File: src/rtl/button_pulse_gen_pkg.sv
// Shared constants and types for the push-button conditioning block.
package button_pulse_gen_pkg;

    // Bit positions of each button in the btn_level vector and internal buses.
    localparam int BTN_SEL  = 0;
    localparam int BTN_UP   = 1;
    localparam int BTN_DOWN = 2;
    localparam int NUM_BTN  = 3;

    // Default timing for a 50 MHz system clock.
    localparam int CLK_HZ             = 50_000_000;
    localparam int DEF_DEB_CYCLES     = CLK_HZ / 100;   // 10 ms
    localparam int DEF_HOLD_CYCLES    = CLK_HZ / 2;     // 0.5 s
    localparam int DEF_REPEAT_CYCLES  = CLK_HZ / 10;    // 0.1 s

    // Counter width needed to hold the largest of the three cycle counts.
    function automatic int cnt_width(input int a, input int b, input int c);
        int m;
        m = a;
        if (b > m) begin
            m = b;
        end else begin
            m = m;
        end
        if (c > m) begin
            m = c;
        end else begin
            m = m;
        end
        return $clog2(m + 1);
    endfunction

    localparam int DEF_CNT_W = cnt_width(DEF_DEB_CYCLES, DEF_HOLD_CYCLES, DEF_REPEAT_CYCLES);

    // Auto-repeat phase of an UP/DOWN channel.
    typedef enum logic [1:0] {
        RPT_IDLE   = 2'd0,
        RPT_HOLD   = 2'd1,
        RPT_REPEAT = 2'd2
    } rpt_state_e;

endpackage

File: src/rtl/button_pulse_gen_btn_debounce.sv
// One button: 2-flop synchronizer, counter debouncer, rising-edge event.
// The debounced level flips on the cycle after the counter has observed
// DEB_CYCLES consecutive cycles of disagreement with the synchronized input.
module btn_debounce
    import button_pulse_gen_pkg::*;
#(
    parameter int DEB_CYCLES = DEF_DEB_CYCLES,
    parameter int CNT_W      = DEF_CNT_W
) (
    input  logic clk,
    input  logic rst,
    input  logic i_btn_raw,
    output logic o_level,
    output logic o_rise
);

    localparam logic [CNT_W-1:0] DEB_LAST = CNT_W'(DEB_CYCLES);
    localparam logic [CNT_W-1:0] CNT_ONE  = CNT_W'(1);

    logic             r_sync1;
    logic             r_sync2;
    logic             r_level;
    logic             r_level_d;
    logic [CNT_W-1:0] r_cnt;

    // Two-flop synchronizer for the asynchronous raw input.
    always_ff @(posedge clk or posedge rst) begin
        if (rst) begin
            r_sync1 <= 1'b0;
            r_sync2 <= 1'b0;
        end else begin
            r_sync1 <= i_btn_raw;
            r_sync2 <= r_sync1;
        end
    end

    // Debounce counter: count disagreement cycles, flip level once stable long enough.
    always_ff @(posedge clk or posedge rst) begin
        if (rst) begin
            r_cnt   <= '0;
            r_level <= 1'b0;
        end else if (r_sync2 == r_level) begin
            r_cnt   <= '0;
            r_level <= r_level;
        end else if (r_cnt == DEB_LAST) begin
            r_cnt   <= '0;
            r_level <= r_sync2;
        end else begin
            r_cnt   <= r_cnt + CNT_ONE;
            r_level <= r_level;
        end
    end

    // Delayed copy of the debounced level for edge detection.
    always_ff @(posedge clk or posedge rst) begin
        if (rst) begin
            r_level_d <= 1'b0;
        end else begin
            r_level_d <= r_level;
        end
    end

    assign o_level = r_level;
    assign o_rise  = r_level & ~r_level_d;

endmodule

File: src/rtl/button_pulse_gen.sv
// Conditions SEL/UP/DOWN buttons into arbitrated single-cycle pulses,
// with hold-to-repeat on UP and DOWN.
module button_pulse_gen
    import button_pulse_gen_pkg::*;
#(
    parameter int DEB_CYCLES    = DEF_DEB_CYCLES,
    parameter int HOLD_CYCLES   = DEF_HOLD_CYCLES,
    parameter int REPEAT_CYCLES = DEF_REPEAT_CYCLES,
    parameter int CNT_W         = DEF_CNT_W
) (
    input  logic       clk,
    input  logic       rst,
    input  logic       btn_sel,
    input  logic       btn_up,
    input  logic       btn_down,
    output logic       sel_pulse,
    output logic       up_pulse,
    output logic       down_pulse,
    output logic [2:0] btn_level
);

    localparam logic [CNT_W-1:0] HOLD_LAST = CNT_W'(HOLD_CYCLES - 1);
    localparam logic [CNT_W-1:0] REP_LAST  = CNT_W'(REPEAT_CYCLES - 1);
    localparam logic [CNT_W-1:0] CNT_ONE   = CNT_W'(1);

    logic [NUM_BTN-1:0] w_raw;
    logic [NUM_BTN-1:0] w_db;
    logic [NUM_BTN-1:0] w_rise;

    // Repeat channels: index 0 = UP, index 1 = DOWN.
    logic [1:0] w_rep_db;
    logic [1:0] w_rep_rise;
    logic [1:0] w_rep_evt;
    logic       w_conflict;

    logic w_sel_evt;
    logic w_up_evt;
    logic w_down_evt;

    logic r_sel_pulse;
    logic r_up_pulse;
    logic r_down_pulse;

    assign w_raw[BTN_SEL]  = btn_sel;
    assign w_raw[BTN_UP]   = btn_up;
    assign w_raw[BTN_DOWN] = btn_down;

    for (genvar g = 0; g < NUM_BTN; g++) begin : g_deb
        btn_debounce #(
            .DEB_CYCLES (DEB_CYCLES),
            .CNT_W      (CNT_W)
        ) u_deb (
            .clk       (clk),
            .rst       (rst),
            .i_btn_raw (w_raw[g]),
            .o_level   (w_db[g]),
            .o_rise    (w_rise[g])
        );
    end

    assign w_rep_db   = {w_db[BTN_DOWN], w_db[BTN_UP]};
    assign w_rep_rise = {w_rise[BTN_DOWN], w_rise[BTN_UP]};
    // Both directions held at once: freeze repeat timing on both.
    assign w_conflict = w_db[BTN_UP] & w_db[BTN_DOWN];

    for (genvar g = 0; g < 2; g++) begin : g_rep
        rpt_state_e       r_state;
        rpt_state_e       w_state_nxt;
        logic [CNT_W-1:0] r_cnt;
        logic [CNT_W-1:0] w_cnt_nxt;
        logic             w_evt;

        // Repeat phase and timer registers.
        always_ff @(posedge clk or posedge rst) begin
            if (rst) begin
                r_state <= RPT_IDLE;
                r_cnt   <= '0;
            end else begin
                r_state <= w_state_nxt;
                r_cnt   <= w_cnt_nxt;
            end
        end

        // Repeat next-state logic; release always wins, conflict parks in HOLD at 0.
        always_comb begin
            w_state_nxt = r_state;
            w_cnt_nxt   = r_cnt;
            w_evt       = 1'b0;
            case (r_state)
                RPT_IDLE: begin
                    if (w_rep_rise[g]) begin
                        w_state_nxt = RPT_HOLD;
                        w_cnt_nxt   = '0;
                    end else begin
                        w_state_nxt = RPT_IDLE;
                        w_cnt_nxt   = '0;
                    end
                end
                RPT_HOLD: begin
                    if (!w_rep_db[g]) begin
                        w_state_nxt = RPT_IDLE;
                        w_cnt_nxt   = '0;
                    end else if (w_conflict) begin
                        w_state_nxt = RPT_HOLD;
                        w_cnt_nxt   = '0;
                    end else if (r_cnt == HOLD_LAST) begin
                        w_evt       = 1'b1;
                        w_state_nxt = RPT_REPEAT;
                        w_cnt_nxt   = '0;
                    end else begin
                        w_state_nxt = RPT_HOLD;
                        w_cnt_nxt   = r_cnt + CNT_ONE;
                    end
                end
                RPT_REPEAT: begin
                    if (!w_rep_db[g]) begin
                        w_state_nxt = RPT_IDLE;
                        w_cnt_nxt   = '0;
                    end else if (w_conflict) begin
                        w_state_nxt = RPT_HOLD;
                        w_cnt_nxt   = '0;
                    end else if (r_cnt == REP_LAST) begin
                        w_evt       = 1'b1;
                        w_state_nxt = RPT_REPEAT;
                        w_cnt_nxt   = '0;
                    end else begin
                        w_state_nxt = RPT_REPEAT;
                        w_cnt_nxt   = r_cnt + CNT_ONE;
                    end
                end
                default: begin
                    w_state_nxt = RPT_IDLE;
                    w_cnt_nxt   = '0;
                end
            endcase
        end

        assign w_rep_evt[g] = w_evt;
    end

    assign w_sel_evt  = w_rise[BTN_SEL];
    assign w_up_evt   = w_rise[BTN_UP] | w_rep_evt[0];
    assign w_down_evt = w_rise[BTN_DOWN] | w_rep_evt[1];

    // Fixed-priority output stage (sel > up > down); losers are dropped.
    always_ff @(posedge clk or posedge rst) begin
        if (rst) begin
            r_sel_pulse  <= 1'b0;
            r_up_pulse   <= 1'b0;
            r_down_pulse <= 1'b0;
        end else begin
            r_sel_pulse  <= w_sel_evt;
            r_up_pulse   <= w_up_evt & ~w_sel_evt;
            r_down_pulse <= w_down_evt & ~w_sel_evt & ~w_up_evt;
        end
    end

    assign sel_pulse  = r_sel_pulse;
    assign up_pulse   = r_up_pulse;
    assign down_pulse = r_down_pulse;
    assign btn_level  = {w_db[BTN_DOWN], w_db[BTN_UP], w_db[BTN_SEL]};

endmodule

File: config.mk
export PLATFORM = sky130hd
export DESIGN_NAME = button_pulse_gen
export DESIGN_NICKNAME = d
export VERILOG_FILES = /design/src/rtl/button_pulse_gen_pkg.sv /design/src/rtl/button_pulse_gen_btn_debounce.sv /design/src/rtl/button_pulse_gen.sv
export SDC_FILE = /design/constraint.sdc
export NUM_CORES = 1
export LEC_CHECK = 0
export ABC_AREA = 1
export CAP_MARGIN = 20
export CORE_UTILIZATION = 35
export CTS_CLUSTER_SIZE = 10
export DETAILED_ROUTE_END_ITERATION = 10
export GPL_TIMING_DRIVEN = 0
export PLACE_DENSITY_LB_ADDON = 0.08
export RECOVER_POWER = 50
export SLEW_MARGIN = 20
export SYNTH_ARGS = -nofsm -noshare
export SYNTH_HDL_FRONTEND = slang
export SYNTH_SLANG_ARGS = --single-unit
File: constraint.sdc
create_clock -name clk -period 4.9 [get_ports clk]
set_clock_uncertainty 0.15 [all_clocks]
set_input_delay 0.98 -clock clk [delete_from_list [all_inputs] [get_ports clk]]
set_output_delay 0.98 -clock clk [all_outputs]
set_load 0.02 [all_outputs]
==> metrics.txt <==
Synth Area in Compound Gates=2.51%; mapped cell area=~8300 µm²; Cell Rows=55; CP cell instances=dlygate4sd3_1 > clkinvlp_2 > clkbuf_1; RSZ-0062 raised after global routing=no; multiplexer share of the synthesized area=0%; Critical Path RT=5.01 ns; Worst setup EP type=async pin; Antenna Nets Post-Route=0; DR WL/cell=13.3 µm; library cells used by synthesis=36; post-CTS setup buffers=0; Clock Sink Count=144; post-cts sizing count=0; flops & latches, synth=144; vias in the first global route=6,753; Synth Area in Adders=2.42%; CTS tree=built; slowest stage cell, crit path=clkbuf_1; Post-Syn Nets=1,104; worst-margin pin slew=1.55 ns; drt first pass iters=4; Antenna Cells=0; initial antenna violation count=0; HPWL Detailed=14,600 µm; VDD IR-drop max=147 µV; GRT Total Usage=17.2%; Gate Count Post-Synth=~1.1k; gpl congestion=0.862; Critical Path AT=3.15 ns; Worst slew margin=-3.60%; period utilisation layout=62.2%; critical path fanouts, max=26; Slew Limit Fails=26; leakage power=about 0.0040 µW; Avg Vias per Cell=4.65; Crit path largest cell delay=1.18 ns; commonest non-fill, non-tap cell in the layout=nor2_1; CP Class=in -> async; register area share after synthesis=43.5%; Final setup viols=0; die width=156 µm; Fin. Hold Viols=0; CORE AREA=22,900 µm²; worst skew pair latency=between 0.4 and 0.5 ns; min Tclk post-route=3.05 ns; Clock Tree Buf Depth=2; Setup TNS=0 ns; number of CTS-inserted buffers=17; simple-gate share of the synthesized area=roughly 36%; Synth Area in XOR/XNOR=7.92%; gr ovfl total=0; fmax=0.328 GHz; failing checks=max-capacitance violations, max-slew violations; power consumption=2710 µW; commonest cells after routing, fill and taps aside=nor2_1, nand2_1, dfrtp_1; CTS Hold Buffers Added=0; nets=approximately 1.1k; Root Buffer=clkbuf_16; area growth from synthesis to layout=14.2%; top cells by area, synth=dfrtp_1, nor2_1, nand2_1, xor2_1, inv_1; first-pass GRT wire length=33,200 µm; Mapped Avg Cell Area=7.65 µm²; main combinational cell family by area after synthesis=simple AND/OR/NAND/NOR gates; critical path launch point type=input port; DRC errors left=0; H-tree levels=4; largest net degree at the start of global routing=33; Die H=156 µm; Pwr Density=286 nW/µm²; Warnings, synthesis=0; total routed wirelength=19,100 µm; # IOs=11; DR vias=6,704; initial DRC count=between 300 and 400; Synth area leader=dfrtp_1; layout cell share with drive strength beyond 1=7.35%; Reg clk slew, reported paths=0.06 ns; area share of the largest cell type after synthesis=around 43%; maxcap violations=1; HP Class=reg -> reg; PortBufs=10; initial core utilization=36.2%; status=finished, violations left; Die ar.=24,300 µm²
metrics by stage:
stage / hold slack [ns] / util (%) / area (µm²) / setup slack [ns] / std cells
floorplan: 0.181 / - / 8290 / 1.96 / 1083
global placement: 0.191 / 38.3 / 8780 / 0.490 / 1406
detailed placement: 0.196 / 38.8 / 8890 / 2.51 / 1411
CTS: 0.209 / 41.6 / 9540 / 2.05 / 1443
global route: 0.210 / 41.3 / 9470 / 1.39 / 1443
finish: 0.206 / 41.3 / 9470 / 1.85 / 1443
synthesized netlist by cell type (all sizes together):
master and count:
nand4 39, nor2 257, dfrtp 144, nand3b 6, and2 2, clkinv 1
nor4 17, clkbuf 3, xnor2 16, nor3 63, o211ai 1, a31oi 3
a21oi 14, or2 3, nand3 71, inv 142, xor2 59, nor3b 2
o21bai 1, nand2 194, ha 16, buf 9, o21ai 20
worst paths after layout:
check	from	to	slack, ns	cells past startpoint
setup / recovery	rst	g_deb[1].u_deb.r_cnt[10]$_DFF_PP0_	1.85	3
hold / removal	g_deb[2].u_deb.r_sync1$_DFF_PP0_	g_deb[2].u_deb.r_sync2$_DFF_PP0_	0.21	0
setup reg to reg	g_rep[1].r_cnt[0]$_DFF_PP0_	g_rep[1].r_cnt[18]$_DFF_PP0_	2.86	11
max in group clk	g_deb[2].u_deb.o_level$_DFFE_PP0P_	btn_level[2]	2.10	2
min in group asynchronous	rst	g_deb[0].u_deb.r_cnt[10]$_DFF_PP0_	0.92	2
hold reg to reg	g_deb[2].u_deb.r_sync1$_DFF_PP0_	g_deb[2].u_deb.r_sync2$_DFF_PP0_	0.21	0
where the power goes:
group / internal, µW / switching [µW] / total [µW]
clock network: 907 / 530 / 1440
logic: 19.3 / 49.8 / 69.1
registers: 1200 / 9.20 / 1210
total: 2120 / 589 / 2710
area by class of cell:
class,count,area (µm²)
buffer,12,87.6
clock buffer,19,433
clock inverter,13,210
fill,2404,13400
inverter,143,538
multi-input combinational,784,4050
sequential,144,3600
tap,313,392
timing repair buffer,15,151
cells by family (layout without fill, tap and decap cells):
family,after synthesis,after routing
adder cells (fa/ha/maj),16,16
XOR/XNOR,75,75
AND/OR/NAND/NOR,654,654
AO/OA/AOI/OAI,39,39
flip-flops,144,144
buffers and inverters,155,202
registers in the layout (all words and copies together), names as in the netlist:
signal                 cells
g_deb.u_deb.r_cnt         75
g_deb.u_deb.r_sync1        3
down_pulse                 1
g_deb.u_deb.r_sync2        3
g_deb.u_deb.o_level        3
sel_pulse                  1
g_rep.r_cnt               50
g_rep.r_state              4
g_deb.u_deb.r_level_d      3
up_pulse                   1
critical path: cells and delay by family:
family                 cells  cell delay [ns]
buffers and inverters      3             2.15
layer usage:
metal / track usage (%) / share of wire [%]
met1: 23.4 / 51
met5: 0 / 0
met2: 27.8 / 46
met4: 5.60 / 1.2
met3: 3.00 / 2.1
Note: power is estimated with default switching activity, not from simulation.
